**src/rtl/shift_pkg.sv**
```systemverilog
// Shared constants and slot-state encoding for the shift arbiter and its shifter core.
package shift_pkg;

    localparam int SHIFT_W  = 8;
    localparam int SHIFT_SW = 3;

    localparam logic LR_RIGHT = 1'b1;
    localparam logic LR_LEFT  = 1'b0;

    typedef enum logic {
        EMPTY = 1'b0,
        FULL  = 1'b1
    } slot_state_e;

endpackage

```
**src/rtl/shift_core.sv**
```systemverilog
// Combinational logical shifter: zero-filled left or right shift of x by shift.
module shift_core
    import shift_pkg::*;
#(
    parameter int W  = SHIFT_W,
    parameter int SW = SHIFT_SW
) (
    input  logic [W-1:0]  x,
    input  logic [SW-1:0] shift,
    input  logic          lr,
    output logic [W-1:0]  y
);

    always_comb begin
        y = x;
        case (lr)
            LR_RIGHT: y = x >> shift;
            LR_LEFT:  y = x << shift;
            default:  y = x;
        endcase
    end

endmodule

```
**src/rtl/shift_arbiter.sv**
```systemverilog
// Round-robin arbiter sharing one shifter between NREQ requesters; one-deep registered
// response slot tagged with the requester index.
module shift_arbiter
    import shift_pkg::*;
#(
    parameter int W    = SHIFT_W,
    parameter int SW   = SHIFT_SW,
    parameter int NREQ = 2,
    parameter int IDW  = (NREQ > 1) ? $clog2(NREQ) : 1
) (
    input  logic              clk,
    input  logic              rst_n,
    input  logic [NREQ-1:0]   req_valid,
    output logic [NREQ-1:0]   req_ready,
    input  logic [NREQ*W-1:0] req_x,
    input  logic [NREQ*SW-1:0] req_shift,
    input  logic [NREQ-1:0]   req_lr,
    output logic              rsp_valid,
    input  logic              rsp_ready,
    output logic [W-1:0]      rsp_y,
    output logic [IDW-1:0]    rsp_id
);

    slot_state_e    state;
    logic [IDW-1:0] ptr;

    logic [W-1:0]   x_arr  [NREQ];
    logic [SW-1:0]  sh_arr [NREQ];

    logic           gnt_found;
    logic [IDW-1:0] gnt_idx;
    logic [IDW-1:0] ptr_nxt;
    logic           can_accept;
    logic           accept;

    logic [W-1:0]   x_sel;
    logic [SW-1:0]  sh_sel;
    logic           lr_sel;
    logic [W-1:0]   y_sh;

    for (genvar i = 0; i < NREQ; i++) begin : g_lane
        assign x_arr[i]  = req_x[i*W +: W];
        assign sh_arr[i] = req_shift[i*SW +: SW];
    end

    // Scan upward from ptr, wrapping; the first valid requester wins.
    always_comb begin
        gnt_found = 1'b0;
        gnt_idx   = '0;
        for (int k = 0; k < NREQ; k++) begin
            if (!gnt_found && req_valid[(int'(ptr) + k) % NREQ]) begin
                gnt_found = 1'b1;
                gnt_idx   = IDW'((int'(ptr) + k) % NREQ);
            end
        end
    end

    // rst_n gates accept so no requester sees ready while the slot is held in reset.
    assign can_accept = (state == EMPTY) || rsp_ready;
    assign accept     = rst_n && can_accept && gnt_found;
    assign ptr_nxt    = (int'(gnt_idx) == NREQ - 1) ? '0 : gnt_idx + 1'b1;

    always_comb begin
        req_ready = '0;
        for (int i = 0; i < NREQ; i++) begin
            req_ready[i] = accept && (gnt_idx == IDW'(i));
        end
    end

    assign x_sel  = x_arr[gnt_idx];
    assign sh_sel = sh_arr[gnt_idx];
    assign lr_sel = req_lr[gnt_idx];

    shift_core #(
        .W  (W),
        .SW (SW)
    ) u_core (
        .x     (x_sel),
        .shift (sh_sel),
        .lr    (lr_sel),
        .y     (y_sh)
    );

    always_ff @(posedge clk or negedge rst_n) begin
        if (!rst_n) begin
            state  <= EMPTY;
            rsp_y  <= '0;
            rsp_id <= '0;
            ptr    <= '0;
        end else begin
            case (state)
                EMPTY: begin
                    if (accept) state <= FULL;
                end
                FULL: begin
                    if (!accept && rsp_ready) state <= EMPTY;
                end
                default: state <= EMPTY;
            endcase
            // A drain and a reload in the same cycle just overwrite the slot.
            if (accept) begin
                rsp_y  <= y_sh;
                rsp_id <= gnt_idx;
                ptr    <= ptr_nxt;
            end
        end
    end

    assign rsp_valid = (state == FULL);

    a_ready_onehot: assert property (@(posedge clk) disable iff (!rst_n) $onehot0(req_ready));
    a_slot_hold: assert property (@(posedge clk) disable iff (!rst_n)
        (rsp_valid && !rsp_ready) |=> (rsp_valid && $stable(rsp_y) && $stable(rsp_id)));

endmodule

```
**config.mk**
```make
export PLATFORM = sky130hd
export DESIGN_NAME = shift_arbiter
export DESIGN_NICKNAME = d
export VERILOG_FILES = /design/src/rtl/shift_pkg.sv /design/src/rtl/shift_core.sv /design/src/rtl/shift_arbiter.sv
export SDC_FILE = /design/constraint.sdc
export NUM_CORES = 1
export LEC_CHECK = 0
export BUFFER_PORTS_ARGS = -buffer_cell sky130_fd_sc_hd__buf_2
export CORE_UTILIZATION = 40
export DETAILED_ROUTE_END_ITERATION = 10
export PLACE_DENSITY = 0.66
export SLEW_MARGIN = 15
export SYNTH_ARGS = -nofsm -noshare
export SYNTH_HDL_FRONTEND = slang
export SYNTH_HIERARCHICAL = 1
export SYNTH_SLANG_ARGS = --single-unit
```
**constraint.sdc**
```tcl
create_clock -name clk -period 4.4 [get_ports clk]
set_input_delay 0 -clock clk [delete_from_list [all_inputs] [get_ports clk]]
set_output_delay 0 -clock clk [all_outputs]
set_load 0.1 [all_outputs]
```
### Word-level counts from Yosys, hierarchy flattened

Cells that the tools add are included.

| storage, ports and cells | value |
|---|---|
| logic and storage cells | 48 |
| input bits | 29 |
| register bits | 11 |
| output and inout port bits | 12 |

| operators by class | value |
|---|---|
| reductions and logical operators | 9 |
| multiplexer cells | 22 |
| shift operators | 2 |
| bitwise logic cells | 5 |
| add/subtract/negate cells | 2 |
| magnitude comparators | 4 |

Operators with widths:

| cell | count |
|---|---|
| 8-bit two-way mux | 3 |
| 8-bit one-hot mux with 2 select lines | 1 |
| 1-bit two-way mux | 14 |
| 3-bit two-way mux | 3 |
| 8-bit by 3-bit << shifter with 8-bit output | 1 |
| 8-bit by 3-bit >> shifter with 8-bit output | 1 |
| 1-bit logical AND | 6 |
| 1-bit by 2-bit < comparator with 1-bit output, second input constant | 2 |
| 2-bit by 3-bit < comparator with 1-bit output, second input constant | 1 |
| 1-bit NOT | 3 |
| 1-bit adder, second input constant | 2 |
| 2-bit greater-or-equal comparator, second input constant | 1 |
| 1-bit zero test | 2 |
| 1-bit NOT with 2-bit output | 1 |
| 1-bit one-hot mux with 2 select lines | 1 |
| 1-bit AND, first input constant | 1 |
| 1-bit logical OR | 1 |

### Logic depth before layout (Yosys ltp)

| logic depth | value |
|---|---|
| word-level depth | 13 |
| mapped depth | 11 |
| depth with buffers taken out | 8 |

### By module

The synthesis kept the hierarchy.

By module, submodules not included:

| module | instances | sequential area each (um^2) | cells an instance | area an instance (um^2) |
|---|---|---|---|---|
| shift_arbiter | 1 | 275.3 | 45 | 610.6 |
| shift_core | 1 | 0.0 | 73 | 560.5 |

### Least setup slack after synthesis

OpenSTA, ideal clock, no wires.

| timing path | value |
|---|---|
| path type | reg-to-output |
| start | reg state, in the netlist rsp_valid |
| end | out req_ready[1] |
| arrival | 2.598 ns |
| required time | 4.400 ns |
| buffers on the path | 1 |
| setup slack | 1.802 ns |
| stages on the path, launching flop included | 4 |
| cells stage by stage | dfrtp_1 -> a21oi_2 -> buf_6 -> nor2b_1 |

| on the way | value |
|---|---|
| cells in the longest elaborated chain, start to end | 5 |

RTL lines:

| item | RTL line | RTL |
|---|---|---|
| start: declaration | shift_arbiter.sv:24 | `slot_state_e state;` |
| start signal: assignment | shift_arbiter.sv:86 | `state <= EMPTY;` |
| start signal: assignment | shift_arbiter.sv:93 | `if (accept) state <= FULL;` |
| start signal: assignment | shift_arbiter.sv:96 | `if (!accept && rsp_ready) state <= EMPTY;` |
| 1-bit NOT | n/a |  |
| 1-bit logical OR | shift_arbiter.sv:59 | `assign can_accept = (state == EMPTY) \|\| rsp_ready;` |
| 1-bit logical AND (2 in a row) | shift_arbiter.sv:60 | `assign accept = rst_n && can_accept && gnt_found;` |
| 1-bit logical AND | shift_arbiter.sv:66 | `req_ready[i] = accept && (gnt_idx == IDW'(i));` |
| end: declaration | shift_arbiter.sv:14 | `output logic [NREQ-1:0] req_ready,` |

No other way between the ends.

### Worst setup path in the final report

| timing path | value |
|---|---|
| start | reg ptr |
| end | reg rsp_y[1] |

| on the way | value |
|---|---|
| cells in the longest elaborated chain, start to end | 12 |
| elaborated cells between the ends (all ways) | 26 |
| those cells by class | add/sub: 1; shift: 2; mux: 18; bitwise: 2; reduce/logical: 3 |

RTL lines:

| item | RTL line | RTL |
|---|---|---|
| start: declaration | shift_arbiter.sv:25 | `logic [IDW-1:0] ptr;` |
| start signal: assignment | shift_arbiter.sv:104 | `ptr <= ptr_nxt;` |
| 1-bit adder or 1-bit two-way mux (tied branches) | shift_arbiter.sv:51, shift_arbiter.sv:53 |  |
| 1-bit two-way mux (not written as such) (2 in a row) | shift_arbiter.sv:51 | `if (!gnt_found && req_valid[(int'(ptr) + k) % NREQ]) begin` |
| 1-bit two-way mux (not written as such) or 1-bit zero test (tied branches) | shift_arbiter.sv:51 |  |
| 1-bit logical AND | shift_arbiter.sv:51 |  |
| 1-bit two-way mux * | shift_arbiter.sv:51 |  |
| 1-bit NOT with 2-bit output (not written as such) * | shift_arbiter.sv:71 | `assign sh_sel = sh_arr[gnt_idx];` |
| 3-bit two-way mux (not written as such) * (3 in a row) | shift_arbiter.sv:71 |  |
| via sh_sel[1] | shift_arbiter.sv:37 | `logic [SW-1:0] sh_sel;` |
| 8-bit by 3-bit << shifter with 8-bit output or 8-bit by 3-bit >> shifter with 8-bit output (tied branches) | shift_core.sv:18, shift_core.sv:17 |  |
| 8-bit one-hot mux with 2 select lines * | shift_core.sv:16 | `case (lr)` |
| via y_sh[1] | shift_arbiter.sv:39 | `logic [W-1:0] y_sh;` |
| end signal: assignment | shift_arbiter.sv:102 | `rsp_y <= y_sh;` |
| end: declaration | shift_arbiter.sv:20 | `output logic [W-1:0] rsp_y,` |

The timed path passes the listed nets; every way through them passes the cells marked *. The select of a mux whose other input is x is not followed.
A chain may end at the register's enable or synchronous reset.

==> results.json <==
{
  "max_slew_margin": 0.572,
  "finalSetupViolCount": 0,
  "pre_cts_ws_ps": 1750,
  "path_max_fanout": 21,
  "total_power_uw": 622,
  "nNetsFinal": 186,
  "grt_pass1_vias": 964,
  "crit_required_ps": 4550,
  "root_buffer": "clkbuf_4",
  "hold_viol_final": 0,
  "power_density_nw_per_um2": 446,
  "grt_usage": 0.176,
  "drv_cap": 0,
  "antenna_left": 0,
  "synth_edf_count": 0,
  "clock.fmax_ghz": 0.377,
  "ys_types": 40,
  "h-tree-depth": 1,
  "async_flop_share": 1.00,
  "rows": 19,
  "cellLeakagePower_uw": 0.000648,
  "combPwrFrac": 0.661,
  "dieHeight_um": 56.1,
  "post_drt_wl_per_cell_um": 14.3,
  "io_buffers": 40,
  "gp_congestion": 0.880,
  "utilization": 0.506,
  "wl_um": 2680,
  "end_kind": "flop",
  "pin_count": 41,
  "core_sq_um": 2760,
  "avgViaCountPerCell": 5.61,
  "yosysTopAreaCellShare": 0.235,
  "dp_hpwl_um": 1960,
  "yosysTopAreaCell": "dfrtp_1",
  "synth-seq-cells": 11,
  "drc": 0,
  "synth_common_cells": "mux2_2 (21), dfrtp_1 (11), mux2i_1 (9)",
  "ctsHoldBuffers": 3,
  "p_seq_frac": 0.232,
  "intPower_uw": 275,
  "worstSetupPathType": "flop to flop",
  "period_share": 0.602,
  "cts_sinks": 11,
  "antenna-diode-count": 0,
  "synth_area_leaders": "dfrtp_1 (24%), mux2_2 (20%), mux2i_1 (7.7%), mux4_1 (4.5%), mux4_2 (3.8%)",
  "avgSynthCellArea_sq_um": 9.92,
  "worst_ir_drop_vdd_v": 0.000495,
  "ys_seq_area_frac": 0.235,
  "rsz0062_at_grt": "false",
  "netlist_instances": 118,
  "start_util": 0.425,
  "grt_overflow_total": 0,
  "drive_gt1_frac": 0.462,
  "grt_max_degree": 22,
  "fillers": 257,
  "hold_class": "primary input to asynchronous set/reset pin",
  "start_kind": "flop",
  "finalWorstSetupSlack_ps": 1750,
  "synthesis.area_sq_um": 1170,
  "synth_flop_cell": "dfrtp_1",
  "clock_skew_ps": 3.96,
  "cts_tree": "yes",
  "syn_nets": 147,
  "clkLatencyLatePin_ps": 270,
  "antenna_found_initial": 0,
  "die_x_um": 56.1,
  "p_switching_uw": 347,
  "drt-initial-drc-count": 43,
  "p_sw_frac": 0.557,
  "cts_setup_buffers": 0,
  "cts_buffers": 3,
  "grt_pass1_wl_um": 4420,
  "min_period_ps": 2650,
  "cp.arrival_ps": 2800,
  "ctsResizeCount": 0,
  "maxSlewViolCount": 0,
  "vias": 1050,
  "clkTransAtPathRegs_ps": 60,
  "clkPwrFrac": 0.107,
  "fin_setup_tns_ps": 0,
  "dr.pass1.iters": 4,
  "syn_to_final_growth_pct": 19.2,
  "tightestPinTransition_ps": 642,
  "dieArea_sq_um": 3150,
  "yosysMostFrequentCell": "mux2_2",
  "status": "completed",
  "yosysWarnings": 6,
  "clock_path_buffers": 2
}
## per-layer routing
metal,wire length (um),GRT usage,vias to the layer above
met5,0,0,-
met4,0,0.0209,0
met3,140,0.0372,0
met2,1340,0.301,36
met1,1200,0.236,500
li1,-,-,514
## flip-flops by register name (all words and copies together), names as in the netlist
name and count:
rsp_valid 1, rsp_id 1, rsp_y 8, ptr 1
## area by class of cell
type / count / area, sq um / area share
Inverter: 5 / 18.8 / 0.0134
Timing Repair Buffer: 43 / 230 / 0.165
Multi-Input combinational cell: 93 / 807 / 0.578
Tap cell: 31 / 38.8 / 0.0278
Clock buffer: 4 / 26.3 / 0.0188
Sequential cell: 11 / 275 / 0.197
## critical path: stages (launching register included)
cell     delay (ps)
dfrtp_1         410
o21ai_4         400
mux2_2          530
mux4_1          600
nand2_1          70
and3_1          150
o21ba_1         130
mux2_2          250
## power groups by stage
| stage | Sequential [uW] | Combinational, uW | Clock, uW |
|---|---|---|---|
| floorplan | 335 | 158 | 0 |
| global placement | 144 | 404 | 0 |
| detailed placement | 146 | 407 | 0 |
| CTS | 144 | 411 | 69.5 |
| global route | 148 | 432 | 75.4 |
| finish | 144 | 411 | 66.3 |
## kinds of logic (layout without fill, tap and decap cells)
logic type,Yosys count,in the layout,synth area share
muxes,36,36,0.385
and+or+nand+nor,33,33,0.154
AOI/OAI and AO/OA,24,24,0.151
buffers and inverters,14,52,0.0759
DFF,11,11,0.235
## stage by stage
stage	hold slack, ps	instances	cell area [sq um]
after floorplan	-296	118	1170
after global placement	-115	180	1340
after detailed placement	-113	180	1340
after CTS	128	187	1400
after global routing	149	187	1400
final	134	187	1400
## final timing paths
kind	from	end	slack [ps]	cells past startpoint
setup reg to reg	ptr$_DFFE_PN0P_	rsp_y[1]$_DFFE_PN0P_	1750	7
hold / removal	rst_n	rsp_y[7]$_DFFE_PN0P_	130	2
hold reg to reg	rsp_y[3]$_DFFE_PN0P_	rsp_y[3]$_DFFE_PN0P_	500	1
min in group clk	req_valid[1]	rsp_id$_DFFE_PN0P_	190	3
max in group asynchronous	rst_n	rsp_id$_DFFE_PN0P_	4050	2
setup / recovery	ptr$_DFFE_PN0P_	rsp_y[1]$_DFFE_PN0P_	1750	7
## placed cells by master, fill, tap and decap left out, types with 3 or more instances in the layout
| cell type | count |
|---|---|
| a21oi_1 | 4 |
| buf_2 | 40 |
| clkbuf_4 | 3 |
| dfrtp_1 | 11 |
| dlygate4sd3_1 | 3 |
| inv_1 | 5 |
| mux2_2 | 21 |
| mux2i_1 | 9 |
| nand2_1 | 8 |
| nand2b_1 | 4 |
| nor2_1 | 5 |
| nor2b_1 | 4 |
| o21ai_0 | 4 |
Power figures use the tool's default switching activity.
